<file path="src/rtl/retire_stage.sv">
// ---------------------------------------------------------------------------
// retire_stage
//
// Retires up to N in-order instructions per cycle from the ROB commit packet.
// It keeps the committed (architectural) register map, hands superseded
// physical registers back to the free list, counts retirements and stops the
// machine on halt or illegal.
//
// Commit packet layout: N entries of ENTRY_WIDTH bits, slot 0 (oldest) in the
// least significant entry. Within one entry, from LSB upwards:
//   [PRN_WIDTH-1:0]        dest_prn   new physical register for dest_arn
//   [ARN_WIDTH-1:0]        dest_arn   architectural destination (0 = none)
//   [31:0]                 pc
//   [0]                    illegal
//   [0]                    halt
//   [0]                    success    0 = mispredicted branch
//   [0]                    executed   entry has completed
//
// Ports
//   clock          in   1                    clock
//   reset          in   1                    synchronous, active-high
//   rob_ct_packet  in   N*ENTRY_WIDTH        commit entries, slot 0 oldest
//   squash         in   1                    ROB flush, same cycle as packet
//   retire_valid   out  N                    slot i retired last cycle
//   retire_pc      out  N*32                 PC of each retired slot
//   free_valid     out  N                    free_prn[i] returns to free list
//   free_prn       out  N*PRN_WIDTH          superseded physical registers
//   arch_map       out  ARCH_REGS*PRN_WIDTH  committed arch -> PRN map
//   recover_valid  out  1                    pulse: arch_map usable for recovery
//   halted         out  1                    machine stopped (sticky)
//   illegal        out  1                    stopped on illegal (sticky)
//   retire_count   out  64                   total retired instructions
// ---------------------------------------------------------------------------
module retire_stage #(
    parameter int N           = 2,
    parameter int PRN_WIDTH   = 6,
    parameter int ARCH_REGS   = 32,
    localparam int ARN_WIDTH   = $clog2(ARCH_REGS),
    localparam int ENTRY_WIDTH = PRN_WIDTH + ARN_WIDTH + 36
) (
    input  logic                           clock,
    input  logic                           reset,
    input  logic [N*ENTRY_WIDTH-1:0]       rob_ct_packet,
    input  logic                           squash,
    output logic [N-1:0]                   retire_valid,
    output logic [N*32-1:0]                retire_pc,
    output logic [N-1:0]                   free_valid,
    output logic [N*PRN_WIDTH-1:0]         free_prn,
    output logic [ARCH_REGS*PRN_WIDTH-1:0] arch_map,
    output logic                           recover_valid,
    output logic                           halted,
    output logic                           illegal,
    output logic [63:0]                    retire_count
);

    // Field offsets inside one commit entry
    localparam int PRN_LSB      = 0;
    localparam int ARN_LSB      = PRN_WIDTH;
    localparam int PC_LSB       = PRN_WIDTH + ARN_WIDTH;
    localparam int ILLEGAL_BIT  = PC_LSB + 32;
    localparam int HALT_BIT     = PC_LSB + 33;
    localparam int SUCCESS_BIT  = PC_LSB + 34;
    localparam int EXECUTED_BIT = PC_LSB + 35;

    typedef enum logic {
        ST_RUN,
        ST_HALTED
    } state_t;

    // ------------------------------------------------------------------
    // Unpacked view of the commit packet
    // ------------------------------------------------------------------
    logic [N-1:0]           slot_executed;
    logic [N-1:0]           slot_success;
    logic [N-1:0]           slot_halt;
    logic [N-1:0]           slot_illegal;
    logic [31:0]            slot_pc  [N];
    logic [ARN_WIDTH-1:0]   slot_arn [N];
    logic [PRN_WIDTH-1:0]   slot_prn [N];

    generate
        for (genvar gi = 0; gi < N; gi++) begin : g_unpack
            localparam int BASE = gi * ENTRY_WIDTH;
            assign slot_executed[gi] = rob_ct_packet[BASE + EXECUTED_BIT];
            assign slot_success[gi]  = rob_ct_packet[BASE + SUCCESS_BIT];
            assign slot_halt[gi]     = rob_ct_packet[BASE + HALT_BIT];
            assign slot_illegal[gi]  = rob_ct_packet[BASE + ILLEGAL_BIT];
            assign slot_pc[gi]       = rob_ct_packet[BASE + PC_LSB +: 32];
            assign slot_arn[gi]      = rob_ct_packet[BASE + ARN_LSB +: ARN_WIDTH];
            assign slot_prn[gi]      = rob_ct_packet[BASE + PRN_LSB +: PRN_WIDTH];
        end
    endgenerate

    // ------------------------------------------------------------------
    // State
    // ------------------------------------------------------------------
    state_t                 state_reg;
    logic [PRN_WIDTH-1:0]   arch_map_reg [ARCH_REGS];
    logic [N-1:0]           retire_valid_reg;
    logic [31:0]            retire_pc_reg [N];
    logic [N-1:0]           free_valid_reg;
    logic [PRN_WIDTH-1:0]   free_prn_reg [N];
    logic                   recover_valid_reg;
    logic                   halted_reg;
    logic                   illegal_reg;
    logic [63:0]            retire_count_reg;

    // ------------------------------------------------------------------
    // Retirement decision and map update for this cycle
    // ------------------------------------------------------------------
    logic [N-1:0]           retire_mask_next;
    logic [31:0]            retire_pc_next [N];
    logic [N-1:0]           free_valid_next;
    logic [PRN_WIDTH-1:0]   free_prn_next [N];
    logic [PRN_WIDTH-1:0]   arch_map_next [ARCH_REGS];
    logic [63:0]            retire_add_next;
    logic                   stop_hit_next;
    logic                   illegal_hit_next;
    logic                   recover_valid_next;

    always_comb begin
        // "open" stays 1 while every older slot retired and none of them
        // ended the retire group (halt, illegal or mispredict).
        logic open;
        open               = (state_reg == ST_RUN);
        retire_mask_next   = '0;
        free_valid_next    = '0;
        retire_add_next    = '0;
        stop_hit_next      = 1'b0;
        illegal_hit_next   = 1'b0;
        arch_map_next      = arch_map_reg;
        for (int i = 0; i < N; i++) begin
            retire_pc_next[i] = '0;
            free_prn_next[i]  = '0;
        end

        for (int i = 0; i < N; i++) begin
            if (open && slot_executed[i]) begin
                retire_mask_next[i] = 1'b1;
                retire_pc_next[i]   = slot_pc[i];
                retire_add_next     = retire_add_next + 64'd1;
                // Reading arch_map_next (not arch_map_reg) chains same-arn
                // writes inside one cycle: a younger slot frees the PRN an
                // older slot installed a moment earlier.
                if (slot_arn[i] != '0) begin
                    free_valid_next[i]          = 1'b1;
                    free_prn_next[i]            = arch_map_next[slot_arn[i]];
                    arch_map_next[slot_arn[i]]  = slot_prn[i];
                end
                if (slot_halt[i] || slot_illegal[i]) begin
                    stop_hit_next = 1'b1;
                end
                if (slot_illegal[i]) begin
                    illegal_hit_next = 1'b1;
                end
                open = slot_success[i] && !slot_halt[i] && !slot_illegal[i];
            end else begin
                open = 1'b0;
            end
        end

        recover_valid_next = squash && (state_reg == ST_RUN);
    end

    // ------------------------------------------------------------------
    // Registered FSM and outputs
    // ------------------------------------------------------------------
    always_ff @(posedge clock) begin
        if (reset) begin
            state_reg         <= ST_RUN;
            retire_valid_reg  <= '0;
            free_valid_reg    <= '0;
            recover_valid_reg <= 1'b0;
            halted_reg        <= 1'b0;
            illegal_reg       <= 1'b0;
            retire_count_reg  <= '0;
            for (int i = 0; i < N; i++) begin
                retire_pc_reg[i] <= '0;
                free_prn_reg[i]  <= '0;
            end
            for (int r = 0; r < ARCH_REGS; r++) begin
                arch_map_reg[r] <= PRN_WIDTH'(r);
            end
        end else begin
            case (state_reg)
                ST_RUN: begin
                    if (stop_hit_next) begin
                        state_reg <= ST_HALTED;
                    end
                end
                default: begin
                    state_reg <= ST_HALTED;
                end
            endcase
            // In HALTED the retire mask is empty, so everything below
            // naturally freezes or clears.
            retire_valid_reg  <= retire_mask_next;
            free_valid_reg    <= free_valid_next;
            recover_valid_reg <= recover_valid_next;
            halted_reg        <= halted_reg | stop_hit_next;
            illegal_reg       <= illegal_reg | illegal_hit_next;
            retire_count_reg  <= retire_count_reg + retire_add_next;
            for (int i = 0; i < N; i++) begin
                retire_pc_reg[i] <= retire_pc_next[i];
                free_prn_reg[i]  <= free_prn_next[i];
            end
            arch_map_reg <= arch_map_next;
        end
    end

    // ------------------------------------------------------------------
    // Output packing
    // ------------------------------------------------------------------
    generate
        for (genvar gi = 0; gi < N; gi++) begin : g_slot_out
            assign retire_pc[gi*32 +: 32]              = retire_pc_reg[gi];
            assign free_prn[gi*PRN_WIDTH +: PRN_WIDTH] = free_prn_reg[gi];
        end
        for (genvar gi = 0; gi < ARCH_REGS; gi++) begin : g_map_out
            assign arch_map[gi*PRN_WIDTH +: PRN_WIDTH] = arch_map_reg[gi];
        end
    endgenerate

    assign retire_valid  = retire_valid_reg;
    assign free_valid    = free_valid_reg;
    assign recover_valid = recover_valid_reg;
    assign halted        = halted_reg;
    assign illegal       = illegal_reg;
    assign retire_count  = retire_count_reg;

endmodule
</file>
<file path="config.mk">
export PLATFORM = sky130hd
export DESIGN_NAME = retire_stage
export DESIGN_NICKNAME = d
export VERILOG_FILES = /design/src/rtl/retire_stage.sv
export SDC_FILE = /design/constraint.sdc
export NUM_CORES = 1
export LEC_CHECK = 0
export CAP_MARGIN = 25
export CORE_MARGIN = 2
export CORE_UTILIZATION = 45
export CTS_CLUSTER_SIZE = 16
export DETAILED_ROUTE_END_ITERATION = 12
export GPL_ROUTABILITY_DRIVEN = 0
export MAX_ROUTING_LAYER = met4
export PLACE_DENSITY = 0.78
export SLEW_MARGIN = 40
export SYNTH_ARGS = -nofsm -noshare
export SYNTH_HDL_FRONTEND = slang
export SYNTH_SLANG_ARGS = --single-unit
export TNS_END_PERCENT = 100
</file>
<file path="constraint.sdc">
create_clock -name clock -period 3.7 [get_ports clock]
set_clock_uncertainty 0.15 [all_clocks]
set_input_delay 0.37 -clock clock [delete_from_list [all_inputs] [get_ports clock]]
set_output_delay 0.37 -clock clock [all_outputs]
set_load 0.005 [all_outputs]
</file>
-- Yosys cells after proc, flatten, opt, wreduce, memory -nomap -nowiden
Memories as Yosys holds them, arrays and structs flattened.
Cells that the tools add are included.
- flip-flop bits (word level): 264
- bits in writable memories: 76
- input bits: 97
- output and inout bits: 339
- word-level logic and storage cells: 120
- memories kept: 2
- $add $sub $neg: 2
- magnitude comparators: 4
- multiplexer cells: 46
- bitwise gates (word level): 11
- reduce and logical (&&, ||, !) cells: 15
- memories (name ; depth ; bits a word ; rd ports ; clocked after memory_dff ; write ports ; RTL line ; source):
    retire_pc_reg ; 2 ; 32 ; 2 ; 0 ; 2 ; 100 ; logic [31:0] retire_pc_reg [N];
    free_prn_reg ; 2 ; 6 ; 2 ; 0 ; 2 ; 102 ; logic [PRN_WIDTH-1:0] free_prn_reg [N];
- operators with widths (cell ; number):
    two-way mux 192 bit ; 4
    bitwise mux 192 bit ; 2
    two-way mux 32 bit ; 4
    two-way mux 6 bit ; 12
    adder 64 x 1 -> 64 bit (second input constant) ; 1
    adder 64 bit ; 1
    two-way mux 64 bit ; 1
    binary-select mux 6 bit (select 5 bit) ; 2
    demux 6 bit (select 5 bit) ; 2
    two-way mux 1 bit ; 19
    >= comparator 6 bit (second input constant) ; 2
    < comparator 6 x 1 -> 1 bit (second input constant) ; 2
    NOT 5 -> 6 bit ; 2
    nonzero test 5 bit ; 2
    logical AND 1 bit ; 7
    bitwise OR 1 bit ; 6
    OR reduction 2 bit ; 2
    NOT 1 bit ; 3
    logical NOT 1 bit ; 2
    logical OR 1 bit ; 2

-- Logic depth before layout (Yosys ltp)
Gate-level depths: netlist of run 1.
- word-level depth: 14
- mapped depth: 17
- depth with buffers taken out: 14

-- Least setup slack after synthesis of run 1
OpenSTA, ideal clock, no wires.
- kind: reg-to-reg
- start: register state_reg
- end: register retire_count_reg[50] (netlist: retire_count[50])
- library setup time: 71 ps
- data arrival time: 3558 ps
- data required time: 3479 ps
- setup slack: -78 ps
- stages on the path, launching flop included: 17
- buffers on the path: 2
- period minus slack after synthesis: 3778 ps
- cells stage by stage: dfxtp_1 > clkbuf_1 > nor2b_1 > nand4_1 > clkinv_1 > nor2_1 > ha_1 > inv_1 > fa_1 > nor2b_1 > nand3_1 > or2_0 > clkbuf_1 > nor4_2 > nand3_1 > or3_1 > a21oi_1
- cells in the longest elaborated chain, start to end: 6
- elaborated cells between the ends (all ways): 8
- classes of those cells: 2 x add/sub; 3 x mux; 1 x bitwise; 2 x reduce/logical
- RTL lines (item ; RTL line ; source):
    start, declared ; 97 ; state_t state_reg;
    start signal, assigned ; 170 ; state_reg <= ST_RUN;
    start signal, assigned ; 188 ; state_reg <= ST_HALTED;
    start signal, assigned ; 192 ; state_reg <= ST_HALTED;
    NOT 1 bit * ; - ;
    logical AND 1 bit * ; 138 ; if (open && slot_executed[i]) begin
    two-way mux 1 bit ; 138 ;
    adder 64 x 1 -> 64 bit or logical AND 1 bit (tied branches) ; 141, 138 ;
    two-way mux 64 bit * ; 138 ;
    adder 64 bit * ; 202 ; retire_count_reg <= retire_count_reg + retire_add_next;
    end signal, assigned ; 202 ;
    end, declared ; 106 ; logic [63:0] retire_count_reg;
Mark *: on every way between the ends. The rest lies on a longest branch, timed or not.
A chain may end at the register's enable or synchronous reset.

-- Final worst setup path of run 1
- start: register state_reg
- end: register retire_count_reg[52] (netlist: retire_count[52])
The elaborated chain is that of the path after synthesis.

==> impl_metrics.ini, run 1 <==
[status]
outcome = finished clean

[timing]
fin_crit_ns = 3.29
timing.final.crit_share = 0.889
drv_slew = 0
hold_viol = 0
rsz0062_at_grt = no
fmaxAchievable_mhz = 304
holdWs_ns = 0.150
setup_viol = 0
worst_slew_pin_slew_ns = 0.886
tns_ns = 0
max_slew_margin = 0.409

[logic_synthesis]
synth_top_cell_by_area = dfxtp_1
netlist_area_mm2 = 0.0174
syn_inst = 1937
synth_top_area_frac = 0.391
ys_warn_count = 0
yosys-top-cells-area = dfxtp_1, mux2i_1, mux4_2
synth_cell_types = 79
ys_async_sr_fraction = 0
syn_nets = 2037
yosysMostFrequentCell = dfxtp_1
yosysSeqAreaShare = 0.391
synth_edf_count = 0
synth.avg_cell_area_um2 = 8.98
synth_seq_cells = 340
synth_ff_type = dfxtp_1
synth_common_cells = dfxtp_1, nor2_1, mux2i_1, nand2_1, clkbuf_1

[cts]
hold_buffers = 0
clk_latency_ns = 0.58
cts.htree.levels = 2
cts_tree = done
ctsResizeCount = 0
clkSlewWorstSetupHoldPaths_ns = 0.06
clock-sinks = 340
cts-root-buf = clkbuf_16
cts.path.max_buffers = 3
cts_buffers = 39
cts_setup_buffers = 0

[critical_path]
r2r-end = retire_count[52]
cp-end-kind = flop
cp.depth = 13
cpPeakStageDelay_ns = 0.38
worstPathMaxFanout = 10
r2r-start = state_reg
worstPathCellList = buf_4 > nand2b_1 > nor2_1 > ha_1 > inv_1 > fa_1 > nor2b_1 > nand3_1 > or2_0 > nor4_4 > nand3_1 > or3_1 > a21oi_1
crit_start = state_reg
endpoint = retire_count[52]
cp_num_buf_inv = 2
critPathLaunchType = flop
crit_arrival_ns = 3.61
crit_required_ns = 4.02
critPathTopFamily = simple AND/OR/NAND/NOR gates
slowest_stage = fa_1
r2r_cells = 13
crit_type = flop to flop
rrSetupSlack_ns = 0.41
cp_common_cell = nand3_1

[place]
numPortBuffers = 434
dp_hpwl_mm = 51.4
place_area_mm2 = 0.0226
dp_cells = 2837

[die]
floorplan.initialDensity = 0.453
ios = 436
die_y_um = 201
num_rows = 72
die_area_mm2 = 0.0403
coreArea_mm2 = 0.0384
die_w_um = 201

[final_layout]
drive_above_1_share = 0.115
areaGrowthSynthToFinish_pct = 38.0
final_area_mm2 = 0.0240
nets = 2460
largest_register_ffs = 192
final_cells = 2905

[global_route]
grtUsageMet2 = 0.559
antenna_found_initial = 1
use_met3 = 0.0950
grt-busiest-layer = met2
grt_max_degree = 167
grt_pass1_wl_mm = 108
grt_overflow = 0
gr-usage-all-layers = 0.360
gr-usage-met1 = 0.428
grt_pass1_vias = 17400

[drt]
vias_per_cell = 6.23
routedWlPerCell_um = 25.0
drc_errors = 0
ant_nets = 0
wl_mm = 72.6
first_pass_iters = 6
drt_iter0_markers = 2341
via_count = 18100

[min_path]
hold_path.class = primary input to flop
holdPathStages = 2

[power_and_ir_drop]
p_leak_nw = 9.21
p_per_area_mw_per_mm2 = 366
vdd_drop_max_uv = 314
power_w = 0.00879

[run]
maxCapViolations = 0
==> cell usage in the layout, fill, tap and decap left out, types with 6 or more instances in the layout <==
master | synthesis | routed
clkdlybuf4s50_1 | 0 | 429
dfxtp_1 | 340 | 340
nor2_1 | 230 | 227
nand2_1 | 181 | 181
mux2i_1 | 181 | 181
a211oi_1 | 114 | 114
buf_4 | 4 | 111
o21ai_0 | 97 | 97
nand2b_1 | 74 | 74
and2_1 | 74 | 74
mux4_2 | 57 | 57
clkbuf_16 | 0 | 40
a21oi_1 | 37 | 37
nand3_1 | 33 | 33
xor2_1 | 30 | 30
a22oi_1 | 26 | 26
nor3_1 | 22 | 22
xnor2_1 | 22 | 22
a221oi_1 | 18 | 18
inv_1 | 17 | 17
and3_1 | 17 | 17
or3_1 | 16 | 16
nand4_1 | 13 | 13
nor2b_1 | 12 | 12
a31oi_1 | 12 | 12
and4_1 | 11 | 11
a311oi_1 | 9 | 9
o211ai_1 | 9 | 9
or2_2 | 9 | 9
clkbuf_8 | 0 | 9
clkinv_2 | 0 | 8
a22o_1 | 8 | 8
nand3b_1 | 7 | 7
o31ai_1 | 7 | 7
nor4_1 | 7 | 7
o22ai_1 | 7 | 7
nor2_2 | 3 | 6
a2111oi_0 | 6 | 6
bufinv_16 | 0 | 6
==> routing by layer <==
| layer | routed length [µm] | part of all wire | vias up |
|---|---|---|---|
| met2 | 32700 | 0.45 | 1487 |
| met5 | 0 | 0 | - |
| met4 | 4620 | 0.064 | 0 |
| li1 | - | - | 7808 |
| met1 | 25900 | 0.36 | 8482 |
| met3 | 9370 | 0.13 | 325 |
==> where the power goes <==
group | internal [W] | switching [W]
clock | 0.00257 | 0.00164
sequential | 0.00370 | 0.0000290
combinational | 0.000359 | 0.000492
==> cells by family (layout without fill, tap and decap cells) <==
group	Yosys count	count (layout)	share of synthesized area
buffers and inverters	184	633	0.0415
other	0	1	0
adders and majority gates	3	3	0.00259
AOI/OAI and AO/OA	376	376	0.147
and+or+nand+nor	739	739	0.211
muxes	243	243	0.181
DFF	340	340	0.391
xor gates and xnor gates	52	52	0.0262
==> worst min path at each step <==
stage,end,from,slack [ns]
floorplan,arch_map[0],arch_map[0],0.30
global placement,halted,halted,0.30
CTS,retire_count[1],reset,0.15
finish,retire_count[1],reset,0.15
detailed placement,arch_map[0],arch_map[0],0.31
global route,retire_count[56],reset,0.17
==> layout make-up <==
type                            count  area [µm²]
Fill cell                        3179       14400
Clock buffer                       49        1120
Inverter                           20        76.3
Timing Repair Buffer              546        5190
Sequential cell                   340        6810
Multi-Input combinational cell   1413        9890
Tap cell                          518         648
Antenna cell                        1        2.50
Clock inverter                     18         263
==> stage by stage <==
step,util,worst slack (ns)
floorplan,-,0.0647
global placement,0.589,0.0577
detailed placement,0.589,-0.0392
CTS,0.626,0.450
global route,0.626,0.218
finish,0.626,0.412
Note: power is estimated with default switching activity, not from simulation.
==> run 2: changes to the inputs <==
- PLACE_DENSITY: 0.78 -> 0.79
==> run 2 against run 1 <==
  * Die area unchanged
  * Count of clock-buffer cells in the layout increased by 5
  * Utilization is 0.57 points lower
  * Power shrank 3.7%
  * Highest routed layer unchanged
  * Hold slack improved by 0.020 ns
  * Flip-flop and latch count is the same
  * Routed wire length down 1.8%
  * Combinational power shrank 1%
  * Critical endpoint is now retire_count[50]
  * Worst setup slack worse by 0.054 ns
==> impl_metrics.ini, run 2 (synthesis results as in run 1) <==
[status]
outcome = finished clean

[timing]
max_slew_margin = 0.410
fin_crit_ns = 3.34
hold_viol = 0
timing.final.crit_share = 0.903
drv_slew = 0
worst_slew_pin_slew_ns = 0.885
setup_viol = 0
fmaxAchievable_mhz = 299
rsz0062_at_grt = no
tns_ns = 0

[critical_path]
r2r-end = retire_count[50]
rrSetupSlack_ns = 0.36
endpoint = retire_count[50]
crit_type = flop to flop
critPathLaunchType = flop
crit_required_ns = 4.01
crit_start = state_reg
crit_arrival_ns = 3.65
worstPathMaxFanout = 4
r2r_cells = 14
r2r-start = state_reg
cp-end-kind = flop

[final_layout]
final_cell_mix = clkdlybuf4s50_1, dfxtp_1, nor2_1
nets = 2447
final_common_cell = clkdlybuf4s50_1
register_area_mm2 = 0.00681
final_core_util = 0.620
final_cells = 2895
drive_above_1_share = 0.106
largest_register_ffs = 192
final_area_mm2 = 0.0238
areaGrowthSynthToFinish_pct = 36.7
multiInputGateArea_mm2 = 0.00989
n_fill_cell = 3168

[power_and_ir_drop]
p_per_area_mw_per_mm2 = 356
vdd_drop_max_uv = 255
p_leak_nw = 9.08

[cts]
cts_setup_buffers = 0
cts.path.max_buffers = 3
hold_buffers = 0
cts_tree = done
cts.htree.levels = 2
clkSlewWorstSetupHoldPaths_ns = 0.06
cts_buffers = 39
clk_latency_ns = 0.56
ctsResizeCount = 0
cts-root-buf = clkbuf_16
clock-sinks = 340

[drt]
wl_mm = 71.3
drc_errors = 0
routedWlPerCell_um = 24.6
vias_per_cell = 6.19
ant_nets = 0
drt_iter0_markers = 2217
via_count = 17900
first_pass_iters = 6

[place]
dp_hpwl_mm = 51.1
dp_cells = 2824
numPortBuffers = 434
place_area_mm2 = 0.0225

[die]
num_rows = 72
die_w_um = 201
die_area_mm2 = 0.0403
die_y_um = 201
coreArea_mm2 = 0.0384
floorplan.initialDensity = 0.453
ios = 436

[global_route]
antenna_found_initial = 3
grt_max_degree = 103
grt_pass1_vias = 17300
grt_overflow = 0
gr-usage-all-layers = 0.353
grt_pass1_wl_mm = 107

[min_path]
hold_path.class = primary input to flop

[run]
maxCapViolations = 0
run 2: changes by cell type in the layout (fill, tap and decap cells not counted), moves of 2 or more:
cell | before | now
clkinvlp_4 | 3 | 1
clkbuf_1 | 0 | 10
bufinv_16 | 6 | 4
clkbuf_8 | 9 | 5
buf_2 | 3 | 5
buf_4 | 111 | 97
clkdlybuf4s50_1 | 429 | 427
diode_2 | 1 | 4
run 2: how the worst min path moves through the flow:
stage                      startpoint               end  slack (ns)  cells after the start
after global placement         halted            halted        0.31                      2
after global routing            reset  retire_count[45]        0.22                      2
after floorplan           arch_map[0]       arch_map[0]        0.30                      2
final                           reset            halted        0.17                      2
after CTS                       reset       arch_map[0]        0.19                      2
after detailed placement  arch_map[0]       arch_map[0]        0.31                      2
run 2: power breakdown:
group	total (W)	internal [W]	switching (W)
Combinational	0.000840	0.000355	0.000484
Clock	0.00390	0.00232	0.00158
Sequential	0.00373	0.00370	0.0000288
run 2: layout make-up:
type	count	share of cell area
tap	518	0.0272
clock buffer	54	0.0455
antenna	4	0.000421
sequential	340	0.286
inverter	20	0.00321
clock inverter	13	0.00736
timing repair buffer	533	0.214
multi-input combinational	1413	0.416
run 2: through the flow:
stage	setup WS, ns	power, W	hold WS, ns
2_1_floorplan	0.0647	0.00420	0.302
3_3_place_gp	-0.0158	0.00460	0.306
3_5_place_dp	-0.0379	0.00462	0.310
4_1_cts	0.333	0.00846	0.193
5_1_grt	0.0767	0.00867	0.215
6_report	0.358	0.00847	0.170
run 2: critical path: stages, from the launching register on:
cell and delay [ns]:
dfxtp_1 0.43, nor2b_1 0.10, nand4_1 0.14, clkinv_2 0.08, nor2_1 0.09, ha_1 0.19, inv_1 0.06, fa_1 0.37
nor2b_1 0.17, nand3_1 0.11, or2_0 0.35, nor4_4 0.35, nand3_1 0.19, or3_1 0.35, a21oi_1 0.13
run 2: layer usage:
layer / share of wire / routed length (µm) / track usage
met3: 0.12 / 8830 / 0.0888
met5: 0 / 0 / -
met2: 0.43 / 30900 / 0.528
met4: 0.078 / 5550 / 0.231
met1: 0.36 / 26000 / 0.422
